[config.mk]
export PLATFORM = sky130hd
export DESIGN_NAME = jk_drive_seq_flat
export DESIGN_NICKNAME = d
export VERILOG_FILES = /design/src/rtl/jk_drive_seq_pkg.sv /design/src/rtl/jk_drive_seq_if.sv /design/src/rtl/jk_cmd_fifo.sv /design/src/rtl/jk_drive_seq.sv /design/src/flat_wrapper.sv
export SDC_FILE = /design/constraint.sdc
export NUM_CORES = 1
export LEC_CHECK = 0
export CAP_MARGIN = 20
export CORE_MARGIN = 1.5
export CORE_UTILIZATION = 57
export DETAILED_ROUTE_END_ITERATION = 8
export PLACE_DENSITY_LB_ADDON = 0.25
export SETUP_SLACK_MARGIN = 0.05
export SYNTH_ARGS = -nofsm -noshare
export SYNTH_HDL_FRONTEND = slang
export SYNTH_HIERARCHICAL = 1
export SYNTH_SLANG_ARGS = --single-unit
[constraint.sdc]
create_clock -name clk -period 2.4 [get_ports clk]
set_input_delay 0.6 -clock clk [delete_from_list [all_inputs] [get_ports clk]]
set_output_delay 0.6 -clock clk [all_outputs]
set_load 0.01 [all_outputs]
[src/rtl/jk_drive_seq_pkg.sv]
// Shared types for the J/K drive sequencer.
//   jk_op_t    : J/K operation, encoded as {j, k}
//   jk_state_t : sequencer FSM states
//   jk_cmd_t   : one queued command {op, rep}
package jk_pkg;

  localparam int unsigned JK_REP_W = 4;

  typedef enum logic [1:0] {
    OpHold   = 2'b00,
    OpReset  = 2'b01,
    OpSet    = 2'b10,
    OpToggle = 2'b11
  } jk_op_t;

  typedef enum logic [1:0] {
    StIdle,
    StDrive,
    StDrain
  } jk_state_t;

  typedef struct packed {
    jk_op_t              op;
    logic [JK_REP_W-1:0] rep;
  } jk_cmd_t;

endpackage

[src/rtl/jk_drive_seq_if.sv]
// Command handshake into the J/K drive sequencer.
//   cmd_valid : command present
//   cmd_op    : operation to drive
//   cmd_rep   : drive op for cmd_rep+1 cycles
//   cmd_ready : sequencer can accept a command
interface jk_drive_seq_if;
  import jk_pkg::*;

  logic                cmd_valid;
  jk_op_t              cmd_op;
  logic [JK_REP_W-1:0] cmd_rep;
  logic                cmd_ready;

  modport master (output cmd_valid, output cmd_op, output cmd_rep, input cmd_ready);
  modport slave  (input cmd_valid, input cmd_op, input cmd_rep, output cmd_ready);
endinterface

[src/rtl/jk_cmd_fifo.sv]
// Synchronous command FIFO, DEPTH entries of jk_cmd_t.
//   clk, rst     : clock, synchronous active-high reset (empties the FIFO)
//   push, wdata  : write request and data (ignored when full)
//   pop, rdata   : read request (ignored when empty), head-of-queue data
//   full, empty  : occupancy flags
module jk_cmd_fifo
  import jk_pkg::*;
#(
  parameter int unsigned DEPTH = 4
) (
  input  logic    clk,
  input  logic    rst,
  input  logic    push,
  input  jk_cmd_t wdata,
  input  logic    pop,
  output jk_cmd_t rdata,
  output logic    full,
  output logic    empty
);

  localparam int unsigned AW = $clog2(DEPTH);

  // Extra MSB on each pointer distinguishes full from empty after wrap.
  logic [AW:0] wr_ptr_q, rd_ptr_q;
  jk_cmd_t     mem_q [DEPTH];
  logic        push_ok, pop_ok;

  always_comb begin
    empty   = (wr_ptr_q == rd_ptr_q);
    full    = (wr_ptr_q[AW-1:0] == rd_ptr_q[AW-1:0]) && (wr_ptr_q[AW] != rd_ptr_q[AW]);
    push_ok = push && !full;
    pop_ok  = pop && !empty;
    rdata   = mem_q[rd_ptr_q[AW-1:0]];
  end

  always_ff @(posedge clk) begin
    if (rst) begin
      wr_ptr_q <= '0;
      rd_ptr_q <= '0;
    end else begin
      if (push_ok) wr_ptr_q <= wr_ptr_q + (AW+1)'(1);
      if (pop_ok)  rd_ptr_q <= rd_ptr_q + (AW+1)'(1);
    end
  end

  always_ff @(posedge clk) begin
    if (push_ok) mem_q[wr_ptr_q[AW-1:0]] <= wdata;
  end

endmodule

[src/rtl/jk_drive_seq.sv]
// Queues J/K commands, drives them onto a jk_ff for rep+1 cycles each, tracks the
// expected q and counts cycles where the returned q disagrees.
//   clk, rst : clock, synchronous active-high reset
//   cmd      : command handshake (slave side)
//   j, k     : registered drive to the flop
//   q_in     : q returned from the flop
//   busy     : queued work or FSM not idle
//   mismatch : one-cycle pulse, registered, after a failed compare
//   err_cnt  : saturating mismatch count
module jk_drive_seq
  import jk_pkg::*;
#(
  parameter int unsigned DEPTH = 4,
  parameter int unsigned CNT_W = 8
) (
  input  logic             clk,
  input  logic             rst,
  jk_drive_seq_if.slave    cmd,
  output logic             j,
  output logic             k,
  input  logic             q_in,
  output logic             busy,
  output logic             mismatch,
  output logic [CNT_W-1:0] err_cnt
);

  jk_state_t           state_q, state_d;
  jk_op_t              op_q, op_d;
  logic [JK_REP_W-1:0] rem_q, rem_d;
  logic                exp_val_q, exp_val_d;
  logic                exp_known_q, exp_known_d;
  logic                chk_pend_q;
  logic                mismatch_q, mis_det;
  logic [CNT_W-1:0]    err_cnt_q, err_cnt_d;

  logic    push, pop, fifo_full, fifo_empty;
  jk_cmd_t wcmd, head;

  always_comb begin
    push          = cmd.cmd_valid && !fifo_full;
    cmd.cmd_ready = !fifo_full;
    wcmd.op       = cmd.cmd_op;
    wcmd.rep      = cmd.cmd_rep;
  end

  jk_cmd_fifo #(
    .DEPTH (DEPTH)
  ) u_fifo (
    .clk   (clk),
    .rst   (rst),
    .push  (push),
    .wdata (wcmd),
    .pop   (pop),
    .rdata (head),
    .full  (fifo_full),
    .empty (fifo_empty)
  );

  // Sequencer: op_q is HOLD whenever not driving, so j/k come straight from it.
  always_comb begin
    state_d = state_q;
    op_d    = op_q;
    rem_d   = rem_q;
    pop     = 1'b0;
    case (state_q)
      StIdle: begin
        if (!fifo_empty) begin
          pop     = 1'b1;
          op_d    = head.op;
          rem_d   = head.rep;
          state_d = StDrive;
        end
      end
      StDrive: begin
        if (rem_q != '0) begin
          rem_d = rem_q - 1'b1;
        end else if (!fifo_empty) begin
          // Chain straight into the next command, no gap cycle.
          pop   = 1'b1;
          op_d  = head.op;
          rem_d = head.rep;
        end else begin
          op_d    = OpHold;
          state_d = StDrain;
        end
      end
      StDrain: state_d = StIdle;
      default: state_d = StIdle;
    endcase
  end

  // Expected flop state follows the op being driven this cycle.
  always_comb begin
    exp_val_d   = exp_val_q;
    exp_known_d = exp_known_q;
    if (state_q == StDrive) begin
      case (op_q)
        OpSet: begin
          exp_val_d   = 1'b1;
          exp_known_d = 1'b1;
        end
        OpReset: begin
          exp_val_d   = 1'b0;
          exp_known_d = 1'b1;
        end
        OpToggle: exp_val_d = ~exp_val_q;
        default: ;
      endcase
    end
  end

  always_comb begin
    mis_det   = chk_pend_q && exp_known_q && (q_in != exp_val_q);
    err_cnt_d = err_cnt_q;
    if (mis_det && (err_cnt_q != {CNT_W{1'b1}})) err_cnt_d = err_cnt_q + 1'b1;
  end

  always_ff @(posedge clk) begin
    if (rst) begin
      state_q     <= StIdle;
      op_q        <= OpHold;
      rem_q       <= '0;
      exp_val_q   <= 1'b0;
      exp_known_q <= 1'b0;
      chk_pend_q  <= 1'b0;
      mismatch_q  <= 1'b0;
      err_cnt_q   <= '0;
    end else begin
      state_q     <= state_d;
      op_q        <= op_d;
      rem_q       <= rem_d;
      exp_val_q   <= exp_val_d;
      exp_known_q <= exp_known_d;
      chk_pend_q  <= (state_q == StDrive);
      mismatch_q  <= mis_det;
      err_cnt_q   <= err_cnt_d;
    end
  end

  always_comb begin
    j        = op_q[1];
    k        = op_q[0];
    busy     = !fifo_empty || (state_q != StIdle);
    mismatch = mismatch_q;
    err_cnt  = err_cnt_q;
  end

endmodule

[src/flat_wrapper.sv]
// flat-port wrapper written by rule: the top's interface ports become plain ports
module jk_drive_seq_flat import jk_pkg::*;
#(
  parameter int unsigned DEPTH = 4,
  parameter int unsigned CNT_W = 8
)
  (clk, rst, j, k, q_in, busy, mismatch, err_cnt, cmd_cmd_valid, cmd_cmd_op, cmd_cmd_rep, cmd_cmd_ready);
  jk_drive_seq_if cmd_i ();
  input  logic clk;
  input  logic rst;
  output logic j;
  output logic k;
  input  logic q_in;
  output logic busy;
  output logic mismatch;
  output logic [CNT_W-1:0] err_cnt;
  input wire logic [$bits(cmd_i.cmd_valid)-1:0] cmd_cmd_valid;
  input wire logic [$bits(cmd_i.cmd_op)-1:0] cmd_cmd_op;
  input wire logic [$bits(cmd_i.cmd_rep)-1:0] cmd_cmd_rep;
  output wire logic [$bits(cmd_i.cmd_ready)-1:0] cmd_cmd_ready;
  assign cmd_i.cmd_valid = cmd_cmd_valid;
  assign cmd_i.cmd_op = cmd_cmd_op;
  assign cmd_i.cmd_rep = cmd_cmd_rep;
  assign cmd_cmd_ready = cmd_i.cmd_ready;
  jk_drive_seq #(.DEPTH(DEPTH), .CNT_W(CNT_W)) u_core (.clk(clk), .rst(rst), .cmd(cmd_i), .j(j), .k(k), .q_in(q_in), .busy(busy), .mismatch(mismatch), .err_cnt(err_cnt));
endmodule
---- Yosys cells after proc, flatten, opt, wreduce, memory -nomap -nowiden ----
Memory sizes are Yosys's and may differ from the RTL's. A register that Yosys moved wholly into a read port is not among the register bits.
Cells that the tools add are included.
operators by class
  multiply operators ...................... 0
  mux-type cells .......................... 19
  $add $sub $neg .......................... 4
  equality and inequality tests ........... 12
  reductions and logical operators ........ 20
  $lt $le $gt $ge ......................... 0
  div/mod/pow operators ................... 0
  bitwise gates (word level) .............. 1
  shifts and indexed selects .............. 0
operators by type and width
  cell                                                                 number
  2-bit two-way mux                                                    8
  8-bit by 1-bit adder with 8-bit output (second input constant)       1
  4-bit two-way mux                                                    2
  8-bit != test (second input constant)                                1
  2-bit case mux with 2 select lines                                   2
  4-bit case mux with 2 select lines                                   1
  1-bit logical AND                                                    7
  3-bit by 1-bit adder with 3-bit output (second input constant)       2
  3-bit AND reduction                                                  2
  2-bit by 1-bit == test with 1-bit output (second input constant)     2
  2-bit == test (second input constant)                                2
  1-bit two-way mux                                                    4
  2-bit != test (second input constant)                                2
  2-bit AND reduction                                                  2
  2-bit nonzero test                                                   2
  4-bit nonzero test                                                   1
  4-bit by 1-bit subtractor with 4-bit output (second input constant)  1
  3-bit == test                                                        1
  1-bit case mux with 3 select lines                                   1
  3-bit nonzero test                                                   1
  2-bit == test                                                        1
  1-bit logical NOT                                                    2
  2-bit logical NOT                                                    1
  1-bit != test                                                        2
  5 further kinds                                                      5
storage, ports and cells
  memories ................................ 1
  output and inout port bits .............. 13
  memory bits (writable) .................. 24
  bits in latches ......................... 0
  memory bits (read-only) ................. 0
  register bits ........................... 26
  logic and storage cells ................. 67
  input bits .............................. 10
memory list
  name                 words  width  read ports  clocked after Yosys merged registers in  wr ports  line               source
  u_core.u_fifo.mem_q  4      6      1           1                                        1         jk_cmd_fifo.sv:25  jk_cmd_t mem_q [DEPTH];

---- Logic depth before layout (Yosys ltp) ----
Gate-level depths: netlist of the first run.
  depth in word-level cells ............... 7
  depth in mapped cells ................... 9
  gate-level depth less buffers ........... 8

---- Modules after synthesis ----
Netlist of the first run, hierarchy kept.
modules (own cells, without submodules)
  module        sequential area each (µm²)  instances  cells an instance  area each (µm²)
  jk_cmd_fifo   880.8                       1          99                 1442.6
  jk_drive_seq  400.4                       1          123                1051.0

---- Worst setup path before layout of the first run ----
No wires, ideal clock.
  path kind ............................... register to output
  start point ............................. register u_core.u_fifo.wr_ptr_q[1]
  end point ............................... output busy
  cell stages (with the launch flop) ...... 9
  path slack .............................. 0.143 ns
  data required time ...................... 1.800 ns
  arrival time ............................ 1.657 ns
  path buffers ............................ 2
  cells stage by stage .................... dfxtp_1 buf_6 xnor2_1 nand2_1 nor2_1 clkbuf_1 inv_1 nor2_1 nand2_1
on the way
  cells in the longest elaborated chain, start to end .. 3
RTL lines
  item                         line                 source
  from (decl)                  jk_cmd_fifo.sv:24    logic [AW:0] wr_ptr_q, rd_ptr_q;
  from (signal assigned)       jk_cmd_fifo.sv:41    if (push_ok) wr_ptr_q <= wr_ptr_q + (AW+1)'(1);
  3-bit == test                jk_cmd_fifo.sv:29    empty = (wr_ptr_q == rd_ptr_q);
  named net u_core.fifo_empty  jk_drive_seq.sv:36   logic push, pop, fifo_full, fifo_empty;
  1-bit logical NOT            -
  1-bit logical OR             jk_drive_seq.sv:143  busy = !fifo_empty || (state_q != StIdle);
  to (decl)                    flat_wrapper.sv:14   output logic busy;
The timed path passes the listed nets, and every way through them passes these cells.

---- Worst setup path after layout of the first run ----
  start point ............................. register u_core.rem_q[0]
  end point ............................... register u_core.u_fifo.rd_ptr_q[2]
on the way
  cells in the longest elaborated chain, start to end .. 4
RTL lines
  item                                line                 source
  from (decl)                         jk_drive_seq.sv:29   logic [JK_REP_W-1:0] rem_q, rem_d;
  from (signal assigned)              jk_drive_seq.sv:131  rem_q <= rem_d;
  4-bit nonzero test                  jk_drive_seq.sv:75   if (rem_q != '0) begin
  1-bit two-way mux                   jk_drive_seq.sv:75
  1-bit case mux with 2 select lines  jk_drive_seq.sv:65   case (state_q)
  named net u_core.pop                jk_drive_seq.sv:36
  1-bit logical AND                   jk_cmd_fifo.sv:32    pop_ok = pop && !empty;
  to (signal assigned)                jk_cmd_fifo.sv:42    if (pop_ok) rd_ptr_q <= rd_ptr_q + (AW+1)'(1);
  to (decl)                           jk_cmd_fifo.sv:24
The timed path passes the listed nets, and every way through them passes these cells.
A chain may end at the register's enable or synchronous reset.

==> impl_metrics.tcl, run 1 <==
set metrics [dict create \
    critical_path_required_ps 2610 \
    antenna_violating_nets_post_route 0 \
    skew_ps 6.92 \
    postSynthNetCount 242 \
    total_via_count_in_the_routed_design 1860 \
    instances_no_fill 309 \
    detail_route.drc_violations 0 \
    netlist_instances 222 \
    die_height_um 69.1 \
    ys_async_rst_share 0 \
    drtPass1Iterations 4 \
    numClockSinks 52 \
    outcome "finished clean" \
    setup_violations 0 \
    clock_tree_root "sky130_fd_sc_hd__clkbuf_8" \
    yosys_register_bits 52 \
    yosysUniqueCellTypes 46 \
    place.gp.congestion 0.848 \
    placed_cells_incl_taps 301 \
    worstHoldStart "u_core/rem_q[1]" \
    synth_area_leader_cell "sky130_fd_sc_hd__edfxtp_1" \
    drt_wl_total_um 4820 \
    seq_area_frac_synth 0.514 \
    netlist_top_cells_area "sky130_fd_sc_hd__edfxtp_1 (29%), sky130_fd_sc_hd__dfxtp_1 (22%), sky130_fd_sc_hd__mux4_2 (5.4%), sky130_fd_sc_hd__ha_1 (5.0%), sky130_fd_sc_hd__o21ai_0 (2.6%)" \
    timing.critical_path.fanout_max 7 \
    gr-total-overflow 0 \
    slew_violations 0 \
    rsz0062_at_grt "no" \
    worst_hold_path_type "reg2reg" \
    ctsHtreeMaxLevel 2 \
    power_uw 3070 \
    post_cts_setup_buffers 0 \
    maximum_operating_frequency_mhz 447 \
    hold_depth 2 \
    timing.critical_path.arrival_ps 2450 \
    hold_viol 0 \
    grt_antenna_before_repair 0 \
    ir_worst_vdd_uv 528 \
    cell_area_after_synthesis_um2 2490 \
    postSynthAreaPerCell_um2 11.2 \
    synthDominantCellAreaShare 0.289 \
    cells_along_the_critical_path "inv_1, ha_2, or3b_2, and2_4, nor3_4, buf_6, nand2_1, a211o_1, a31oi_2" \
    die_w_um 69.1 \
    timing.critical_path.slowest_cell_delay_ps 470 \
    grt_start_max_net_pins 17 \
    global_route_wire_length_before_repair_um 8340 \
    placement_rows 23 \
    crit_path_end_kind "flip-flop" \
    slowest_stage "sky130_fd_sc_hd__or3b_2" \
    drtIter0Drc 111 \
    fin_crit_ps 2240 \
    placement.io_buffers 22 \
    worst-slew-pin-transition_ps 609 \
    io_pins 23 \
    number_of_global_route_vias_before_repair 1762 \
    final_nets 278 \
    cts_tree "done" \
    yosysMostFrequentCell "sky130_fd_sc_hd__dfxtp_1" \
    total_negative_slack_for_setup_checks_ps 0 \
    power-per-cell-area_nw_per_um2 1040 \
    clock_path_buffers 2 \
    min_delay_endpoint "u_core/rem_q[1]" \
    synth_flop_cell "sky130_fd_sc_hd__dfxtp_1" \
    netlist_top_cells_count "sky130_fd_sc_hd__dfxtp_1 (28), sky130_fd_sc_hd__edfxtp_1 (24), sky130_fd_sc_hd__nor2_1 (13), sky130_fd_sc_hd__o21ai_0 (13)" \
    n_antenna_cell 0 \
    max_cap_violations 0 \
    reg2reg_from "u_core/rem_q[0]" \
    clk-insertion-delay-late_ps 300 \
    avgViaCountPerCell 6.02 \
    dieArea_um2 4780 \
    area_delta_synth_final_pct 18.8 \
    dp.final_hpwl_um 3370 \
    final.period_utilization 0.933 \
    tritoncts.num_buffers 5 \
    drive_gt1_frac 0.185 \
    initial_core_util 0.606 \
    grt_util_all_layers 0.217 \
    final-seq-area_um2 1280 \
    reg2reg_setup_slack_ps 160 \
    multi_input_area_um2 1150 \
    worst_r2r_path_depth 9 \
    utilization 0.720 \
    worst_r2r_endpoint "u_core/u_fifo/rd_ptr_q[2]" \
    design.core.area_um2 4120 \
    start_kind "flip-flop" \
    cts.clk_slew.worst_paths_ps 100 \
    ys_warn_count 6 \
    criticalPathCategory "reg2reg" \
    detail_route.wl_per_cell_um 15.6 \
    number_of_flops_mapped_to_enable_cells_by_yosys 24 \
    number_of_fill_cells 303 \
    worst_slew_margin_rel 0.592 \
    total_leakage_power_uw 0.00105 \
]
==> layout by cell type, fill, tap and decap left out, types with 6 or more instances in the layout <==
master	count
sky130_fd_sc_hd__a21oi_1	11
sky130_fd_sc_hd__a31oi_1	6
sky130_fd_sc_hd__buf_4	15
sky130_fd_sc_hd__clkdlybuf4s50_1	20
sky130_fd_sc_hd__dfxtp_1	27
sky130_fd_sc_hd__edfxtp_1	24
sky130_fd_sc_hd__ha_1	9
sky130_fd_sc_hd__inv_1	10
sky130_fd_sc_hd__mux4_2	6
sky130_fd_sc_hd__nand2_1	11
sky130_fd_sc_hd__nand3_1	7
sky130_fd_sc_hd__nor2_1	11
sky130_fd_sc_hd__o211ai_1	6
sky130_fd_sc_hd__o21ai_0	13
sky130_fd_sc_hd__or4_1	6
==> stage by stage <==
stage                     setup WS (ps)  hold WS, ps  cell area, um^2
after floorplan                     143          428             2490
after global placement              107          450             2830
after detailed placement           95.8          484             2830
after CTS                          68.5          497             2930
after global routing               40.4          545             2960
final                               161          505             2960
==> where the power goes <==
| group | switching (uW) | internal [uW] |
|---|---|---|
| registers | 126 | 1110 |
| clock network | 285 | 208 |
| logic | 713 | 634 |
==> worst max-delay path: cells and delay by family (launching register included) <==
kind | cells | cell delay (ps)
buf+inv | 2 | 230
flops | 1 | 330
fa+ha+maj | 1 | 190
compound gates | 2 | 460
simple gates | 4 | 930
==> cells by family (layout without fill, tap and decap cells) <==
kind of cell    count (synthesis)  in the layout  share of synthesized area
fa+ha+maj                      10             10                     0.0502
mux                            11             11                     0.0758
compound gates                 49             49                      0.125
simple gates                   73             73                      0.168
flops                          52             52                      0.514
buf+inv                        20             57                     0.0426
xor+xnor                        7              7                     0.0246
==> registers in the layout, summed over array words and instances (netlist names), named ones only <==
signal,flops
u_core/err_cnt,8
u_core/u_fifo/wr_ptr_q,3
u_core/rem_q,4
u_core/u_fifo/mem_q,24
u_core/mismatch,1
u_core/chk_pend_q,1
u_core/op_q,2
u_core/exp_val_q,1
u_core/exp_known_q,1
u_core/u_fifo/rd_ptr_q,3
u_core/state_q,2
==> what timing repair did <==
action / CTS / global route
gates resized for setup: 5 / 9
setup endpoints to repair: 2 / 6
hold buffers: 0 / 0
pin swaps: 2 / 3
==> worst max path at each step <==
stage,startpoint,to,cells after the start
after floorplan,u_core/u_fifo/wr_ptr_q[1],busy,8
after global placement,u_core/rem_q[0],flip-flop,9
after detailed placement,u_core/rem_q[0],flip-flop,9
after CTS,u_core/rem_q[0],u_core/u_fifo/rd_ptr_q[2],9
after global routing,u_core/rem_q[0],u_core/u_fifo/rd_ptr_q[2],9
final,u_core/rem_q[0],u_core/u_fifo/rd_ptr_q[2],9
==> layer usage <==
metal	up-vias	routed length [um]	track usage
li1	915	-	-
met1	887	2160	0.281
met2	52	2410	0.362
met3	6	209	0.0497
met4	0	38	0.0654
met5	-	0	0
==> area by class of cell <==
class	instances	area share
tap	50	0.0211
timing repair buffer	38	0.115
clock buffer	6	0.0245
sequential	52	0.433
clock inverter	2	0.00549
multi-input combinational	150	0.387
inverter	11	0.0139
(Power assumes the default switching activity.)
==> inputs of run 2 (changes only) <==
--- a/config.mk
+++ b/config.mk
@@ -6,9 +6,9 @@
 export NUM_CORES = 1
 export LEC_CHECK = 0
 export CAP_MARGIN = 20
-export CORE_MARGIN = 1.5
 export CORE_UTILIZATION = 57
 export DETAILED_ROUTE_END_ITERATION = 8
+export GPL_TIMING_DRIVEN = 0
 export PLACE_DENSITY_LB_ADDON = 0.25
 export SETUP_SLACK_MARGIN = 0.05
 export SYNTH_ARGS = -nofsm -noshare
==> run 2 against run 1 <==
Register-to-register slack better by 20 ps. Setup slack worse by 130 ps. Clock skew down 3.2 ps. Worst hold slack worse by 20 ps. Utilization up 2.6 points. Flip-flop and latch count unchanged. Die area down 2.9%. Global-route usage up 1.8 points. Combinational power up 16%.
==> impl_metrics.tcl, run 2 (synthesized netlist as in run 1, its figures left out) <==
set metrics [dict create \
    outcome "finished clean" \
    largest_reg_flops 24 \
    rsz0062_at_grt "yes" \
    critical_path_required_ps 1800 \
    timing.critical_path.arrival_ps 1770 \
    die_height_um 68.1 \
    detailedPlace.worstSlack_ps -745 \
    drtIter0Drc 180 \
    cts.clk_slew.worst_paths_ps 100 \
    clock_tree_root "sky130_fd_sc_hd__clkbuf_8" \
    avgViaCountPerCell 6.17 \
    drtPass1Iterations 4 \
    crit_path_end_kind "output pin" \
    timing.critical_path.fanout_max 9 \
    slew_violations 0 \
    worst-slew-pin-transition_ps 492 \
    final_nets 279 \
    skew_ps 3.73 \
    placement_rows 23 \
    number_of_global_route_vias_before_repair 1691 \
    fin_crit_ps 2370 \
    global_route_wire_length_before_repair_um 7900 \
    clk-insertion-delay-late_ps 310 \
    dieArea_um2 4640 \
    grt_start_max_net_pins 19 \
    die_w_um 68.1 \
    drt_wl_total_um 5140 \
    critPathBufInv 3 \
    gr-total-overflow 0 \
    grt_antenna_before_repair 0 \
    utilization 0.746 \
    worst_hold_path_type "reg2reg" \
    fin_area_um2 3050 \
    design.core.area_um2 4090 \
    dp.final_hpwl_um 3290 \
    detail_route.wl_per_cell_um 16.6 \
    cells_along_the_critical_path "xnor2_4, nand2_2, nor2_4, buf_8, inv_2, nor2_2, nand2_1, clkbuf_2" \
    timing.critical_path.slowest_cell_delay_ps 390 \
    instances_no_fill 310 \
    clock_path_buffers 2 \
    detail_route.drc_violations 0 \
    cts_tree "done" \
    final.period_utilization 0.988 \
    power-per-cell-area_nw_per_um2 1100 \
    max_cap_violations 0 \
    criticalPathCategory "reg2out" \
    setup_violations 0 \
    initial_core_util 0.610 \
    n_antenna_cell 0 \
    post_cts_hold_buffer_count 0 \
    start_kind "flip-flop" \
    total_via_count_in_the_routed_design 1914 \
    placement.io_buffers 22 \
    tritoncts.num_buffers 5 \
    ctsHtreeMaxLevel 2 \
    cpLargestDelayFamily "simple AND/OR/NAND/NOR gates" \
    worst_slew_margin_rel 0.672 \
    antenna_violating_nets_post_route 0 \
    maximum_operating_frequency_mhz 422 \
    drive_gt1_frac 0.219 \
    total_leakage_power_uw 0.00107 \
    hold_viol 0 \
    numClockSinks 52 \
    place.gp.congestion 0.807 \
    total_negative_slack_for_setup_checks_ps 0 \
    post_dp_cell_area_um2 2780 \
    post-route-worst-setup-slack_ps 27.6 \
    placed_cells_incl_taps 294 \
    slowest_stage "sky130_fd_sc_hd__dfxtp_4" \
    grt_util_all_layers 0.235 \
    mostFrequentLayoutCells "sky130_fd_sc_hd__dfxtp_1 (24), sky130_fd_sc_hd__edfxtp_1 (24), sky130_fd_sc_hd__clkdlybuf4s50_1 (20), sky130_fd_sc_hd__o21ai_0 (12), sky130_fd_sc_hd__a21oi_1 (11)" \
    io_pins 23 \
    area_delta_synth_final_pct 22.3 \
    ir_worst_vdd_uv 603 \
]
-- run 2: through the flow --
step / hold slack [ps] / power (uW)
floorplan: 428 / 2080
global placement: 457 / 2370
detailed placement: 464 / 2420
CTS: 485 / 3120
global route: 521 / 3550
finish: 485 / 3350
-- run 2: worst paths after layout --
kind	startpoint	to	slack [ps]	depth (start not counted)
setup / recovery	u_core/u_fifo/wr_ptr_q[0]	busy	30	8
hold reg to reg	u_core/exp_known_q	u_core/exp_known_q	490	2
setup reg to reg	u_core/rem_q[0]	u_core/u_fifo/rd_ptr_q[2]	180	8
hold / removal	u_core/exp_known_q	u_core/exp_known_q	490	2
-- run 2: power by group --
group	total [uW]	internal, uW	switching, uW
Sequential	1250	1120	131
Clock	533	215	319
Combinational	1570	750	822
-- run 2: layout make-up --
class / count / area [um^2]
buffer: 9 / 82.6
sequential: 52 / 1290
inverter: 11 / 41.3
clock inverter: 3 / 27.5
clock buffer: 5 / 68.8
timing repair buffer: 30 / 274
tap: 50 / 62.6
fill: 286 / 1040
multi-input combinational: 150 / 1200
-- run 2: what timing repair did --
action	CTS	global route
endpoints found under the setup margin	18	31
gates resized for setup	16	17
pin swaps	1	3
buffers inserted	3	5
-- run 2: per-layer routing --
metal  global-route usage  up-vias  routed length [um]
met4               0.0859        0                 102
li1                     -      915                   -
met5                    0        -                   0
met2                0.376       67                2570
met3               0.0417       11                 213
met1                0.318      921                2260
-- run 2: worst register-to-register path: stages (launching register included) --
cell and delay [ps]:
sky130_fd_sc_hd__dfxtp_1 330, sky130_fd_sc_hd__inv_1 80, sky130_fd_sc_hd__ha_1 200, sky130_fd_sc_hd__or3b_2 470, sky130_fd_sc_hd__and2_1 240, sky130_fd_sc_hd__nor3_4 260
sky130_fd_sc_hd__nand2_1 130, sky130_fd_sc_hd__a211o_1 280, sky130_fd_sc_hd__a31oi_1 170
==> inputs of run 3 (changes only) <==
--- a/config.mk
+++ b/config.mk
@@ -5,7 +5,6 @@
 export SDC_FILE = /design/constraint.sdc
 export NUM_CORES = 1
 export LEC_CHECK = 0
-export CAP_MARGIN = 20
 export CORE_UTILIZATION = 57
 export DETAILED_ROUTE_END_ITERATION = 8
 export GPL_TIMING_DRIVEN = 0
==> results of run 3 <==
Same layout as run 2: the final DEF is identical, and so are final timing and power.
